`src/rtl/sr_latch_driver.sv`:
```
// Clocked driver for an active-low SR NAND latch: timed s_n/r_n pulses,
// idle gap, then a Q check against the expected state.
module sr_latch_driver #(
   parameter int PULSE_W = 2,
   parameter int GAP_W   = 1
) (
   input  logic clk,
   input  logic rst,
   input  logic set_req,
   input  logic clr_req,
   output logic req_ready,
   output logic s_n,
   output logic r_n,
   input  logic q_in,
   output logic q_exp,
   output logic done,
   output logic err
);

   localparam int CNT_MAX = (PULSE_W > GAP_W) ? PULSE_W : GAP_W;
   localparam int CW = (CNT_MAX > 1) ? $clog2(CNT_MAX) : 1;

   typedef enum logic [1:0] {
      IDLE  = 2'd0,
      PULSE = 2'd1,
      GAP   = 2'd2
   } state_t;

   state_t          r_state;
   state_t          w_state_nxt;
   logic [CW-1:0]   r_cnt;
   logic [CW-1:0]   w_cnt_nxt;
   logic            r_set;
   logic            w_set_nxt;
   logic            w_accept;
   logic            w_last;

   logic            r_s_n;
   logic            r_r_n;
   logic            r_q_exp;
   logic            r_done;
   logic            r_err;
   logic            w_s_n_nxt;
   logic            w_r_n_nxt;
   logic            w_q_exp_nxt;
   logic            w_done_nxt;
   logic            w_err_nxt;

   assign w_accept = (r_state == IDLE) & (set_req | clr_req);
   assign w_last   = (r_cnt == '0);

   always_ff @(posedge clk) begin
      if (rst) begin
         r_state <= IDLE;
         r_cnt   <= '0;
         r_set   <= 1'b0;
      end else begin
         r_state <= w_state_nxt;
         r_cnt   <= w_cnt_nxt;
         r_set   <= w_set_nxt;
      end
   end

   // Counter is reloaded on every state entry and parks at zero.
   always_comb begin
      w_state_nxt = r_state;
      w_cnt_nxt   = r_cnt;
      w_set_nxt   = r_set;
      unique case (r_state)
         IDLE: begin
            if (w_accept) begin
               w_state_nxt = PULSE;
               w_cnt_nxt   = CW'(PULSE_W - 1);
               w_set_nxt   = set_req & ~clr_req;
            end
         end
         PULSE: begin
            if (w_last) begin
               w_state_nxt = GAP;
               w_cnt_nxt   = CW'(GAP_W - 1);
            end else begin
               w_cnt_nxt   = r_cnt - CW'(1);
            end
         end
         GAP: begin
            if (w_last) begin
               w_state_nxt = IDLE;
               w_cnt_nxt   = '0;
            end else begin
               w_cnt_nxt   = r_cnt - CW'(1);
            end
         end
         default: begin
            w_state_nxt = IDLE;
            w_cnt_nxt   = '0;
         end
      endcase
   end

   // Only one line can be low: both derive from a single command bit.
   always_comb begin
      w_s_n_nxt   = ~((w_state_nxt == PULSE) & w_set_nxt);
      w_r_n_nxt   = ~((w_state_nxt == PULSE) & ~w_set_nxt);
      w_done_nxt  = (r_state == GAP) & w_last;
      w_q_exp_nxt = w_accept ? w_set_nxt : r_q_exp;
      w_err_nxt   = r_err | (w_done_nxt & (q_in != r_q_exp));
   end

   always_ff @(posedge clk) begin
      if (rst) begin
         r_s_n   <= 1'b1;
         r_r_n   <= 1'b1;
         r_q_exp <= 1'b0;
         r_done  <= 1'b0;
         r_err   <= 1'b0;
      end else begin
         r_s_n   <= w_s_n_nxt;
         r_r_n   <= w_r_n_nxt;
         r_q_exp <= w_q_exp_nxt;
         r_done  <= w_done_nxt;
         r_err   <= w_err_nxt;
      end
   end

   assign req_ready = (r_state == IDLE);
   assign s_n       = r_s_n;
   assign r_n       = r_r_n;
   assign q_exp     = r_q_exp;
   assign done      = r_done;
   assign err       = r_err;

endmodule

```
`config.mk`:
```
export PLATFORM = sky130hd
export DESIGN_NAME = sr_latch_driver
export DESIGN_NICKNAME = d
export VERILOG_FILES = /design/src/rtl/sr_latch_driver.sv
export SDC_FILE = /design/constraint.sdc
export NUM_CORES = 1
export LEC_CHECK = 0
export ABC_AREA = 1
export CAP_MARGIN = 40
export CORE_AREA = 10 10 47 49
export CTS_CLUSTER_DIAMETER = 30
export DETAILED_ROUTE_END_ITERATION = 8
export DIE_AREA = 0 0 57 59
export DONT_BUFFER_PORTS = 1
export GPL_TIMING_DRIVEN = 0
export MAX_ROUTING_LAYER = met4
export PLACE_DENSITY_LB_ADDON = 0.25
export RECOVER_POWER = 50
export SYNTH_ARGS = -nofsm -noshare
export SYNTH_HDL_FRONTEND = slang
export SYNTH_SLANG_ARGS = --single-unit
```
`constraint.sdc`:
```
create_clock -name clk -period 0.8 [get_ports clk]
set_input_delay 0.12 -clock clk [delete_from_list [all_inputs] [get_ports clk]]
set_output_delay 0.12 -clock clk [all_outputs]
set_load 0.005 [all_outputs]
```
==> results.md <==
- Worst Setup Start Kind: register
- Max Cap Viol: 0
- Hold slack: 0.0297 ns
- Initial DRC Count: 3
- Cell count after synthesis: 48
- Final Routed Wirelength: 727 um
- Final min period: 0.926 ns
- Worst Path Max Fanout: 8
- Slew Viols, Final: 0
- CP endpoint kind: output pin
- Die height: 59 um
- Core ar.: 1400 sq um
- Row count: 14
- Total GRT Usage: 5.16%
- Cell family with most CP delay: flip-flops
- TritonCTS Buffers: 3
- WP buf/inv: 0
- Period utilization: 116%
- First-pass GRT wire length: 1.28 mm
- Die Wd: 57 um
- Vias per inst: 4.37
- Reg clk slew, reported paths: 0.06 ns
- Max Clk Rate: 1.08 GHz
- Routability congestion estimate: 0.687
- P_sw: 0.000314 W
- Crit-path slowest cell: dfxtp_2
- Area growth syn-to-layout: 14.1%
- Initial Util: 25.4%
- Clock share of power: 32.2%
- Clk_lat worst skew: 0.26 ns
- Design area: 405 sq um
- Sequential power share: 51.2%
- Vias in the first global route: 290
- DIE AREA: 3360 sq um
- Layout cells sized above 1: 17.3%
- PnR worst setup slack: -0.126 ns
- DRT antenna net count: 0
- Number of synthesized register bits: 9
- Vias: 297
- Multi-input combinational cell area: 153 sq um
- Cell Area, Synth: 355 sq um
- Finished Layout Cells: 68
- Ant. Diodes: 0
- Final Hold Fails: 0
- FF/Latch Area: 184 sq um
- Max_slew headroom: 85.0%
- CTS Buffer Depth: 2
- Hpwl dp: 548 um
- Worst Tran Pin Value: 0.224 ns
- CP Cell Sequence: nor2_4
- Worst clock skew: 0.00350 ns
- # fillers: 161
- Hold_buf cts: 0
- Largest net degree at the start of global routing: 9
- Avg Inst Size Synth: 7.40 sq um
- Sw Share: 29.1%
- Worst Path Required: 0.68 ns
- Synth warn: 0
- Pleak: 0.203 nW
- Placed standard-cell area: 378 sq um
- GRT Residual Overflow: 0
- Cell variety after synth: 10
- Layout net count: 58
- I/O pin total: 11
- Crit-path max cell delay: 0.33 ns
- I/O Buffers: 0
- Initial antenna violation count: 0
- Pwr per Cell Area: 2660 nW/um^2
- Root buffer cell: clkbuf_4
- Status: finished, violations left
- Failing checks: setup timing
- H-tree Lvls: 1
- Hold Crit Class: input pin to register
- CP Class: register to output pin
- Drt pass-1 iters: 2
- Int Power: 0.000765 W
- Peak supply drop: 1.19 mV
- Drt drc: 0
- WL per Instance: 10.7 um
- TritonCTS clock tree: built
- Final Setup Violations: 7
- Crit path DAT: 0.81 ns
- Net Count, Synth: 53
- Cell total after placement: 64
- RSZ-0062 raised after global routing: true
- Clk sinks: 9
- Total power draw: 0.00108 W
- Register area share after synthesis: 50.7%
- Combinational Power Share: 16.6%
synthesized netlist by cell type:
library cell  count  area share, %
a21oi_1           2            2.8
dfxtp_1           9             51
inv_1             6            6.3
nand2_1          19             20
nand2_2           1            1.8
nand3_1           4            5.6
nand3_2           1            2.8
nor2_1            4            4.2
nor2_4            1            3.2
xor2_1            1            2.5
final timing paths:
| path | endpoint | cells past startpoint | slack, ns | start |
|---|---|---|---|---|
| worst min-delay path | q_exp | 2 | 0.03 | set_req |
| worst max register to register | q_exp | 4 | -0.11 | r_state[0] |
| worst min register to register | r_set | 2 | 0.47 | r_set |
| worst max-delay path | req_ready | 1 | -0.13 | r_state[0] |
power by group through the flow:
stage	logic, W	clock network, W	registers [W]
6_report	0.000179	0.000347	0.000553
5_1_grt	0.000215	0.000384	0.000560
4_1_cts	0.000183	0.000364	0.000554
3_5_place_dp	0.000180	0	0.000564
3_3_place_gp	0.000178	0	0.000563
2_1_floorplan	0.000149	0	0.000553
state kept, by name (all words and copies together), names as in the netlist:
register,flops
err,1
s_n,1
r_n,1
r_cnt,1
done,1
r_state,2
r_set,1
q_exp,1
cells by family after synthesis:
family,Yosys count,synth area share (%)
AOI/OAI and AO/OA,2,2.82
xor gates and xnor gates,1,2.47
buffers and inverters,6,6.34
DFF,9,50.7
and+or+nand+nor,30,37.7
layout make-up:
type                    count  share of cell area, %
well taps                  16                   4.94
flip-flops and latches      9                   45.4
multi-input cells          33                   37.7
inverters                   6                   5.56
clock buffers               4                   6.48
layout by cell type, fill, tap and decap left out:
cell type and count:
a21oi_1 2, clkbuf_1 1, clkbuf_4 3, dfxtp_1 6, dfxtp_2 3, inv_1 6, nand2_1 19, nand2_2 1
nand3_1 4, nand3_2 1, nor2_1 4, nor2_4 1, xor2_1 1
through the flow:
| stage | setup TNS, ns | worst slack (ns) | util [%] |
|---|---|---|---|
| after floorplan | -0.0619 | -0.0218 | - |
| after global placement | -0.520 | -0.124 | 27.0 |
| after detailed placement | -0.576 | -0.137 | 27.0 |
| after CTS | -0.682 | -0.144 | 28.8 |
| after global routing | -1.18 | -0.195 | 28.9 |
| final | -0.562 | -0.126 | 28.9 |
repair_timing:
action | CTS | global route
setup endpoints to repair | 7 | 9
pin swaps | 3 | 2
gates resized for setup | 0 | 2
buffers inserted | 0 | 0
routing by layer:
metal	vias to the layer above	GRT usage (%)	share of wire [%]
li1	155	-	-
met1	132	5.00	43
met2	8	7.44	48
met3	2	4.94	8.9
met4	0	1.01	0.55
met5	-	-	0
(Power assumes the default switching activity.)
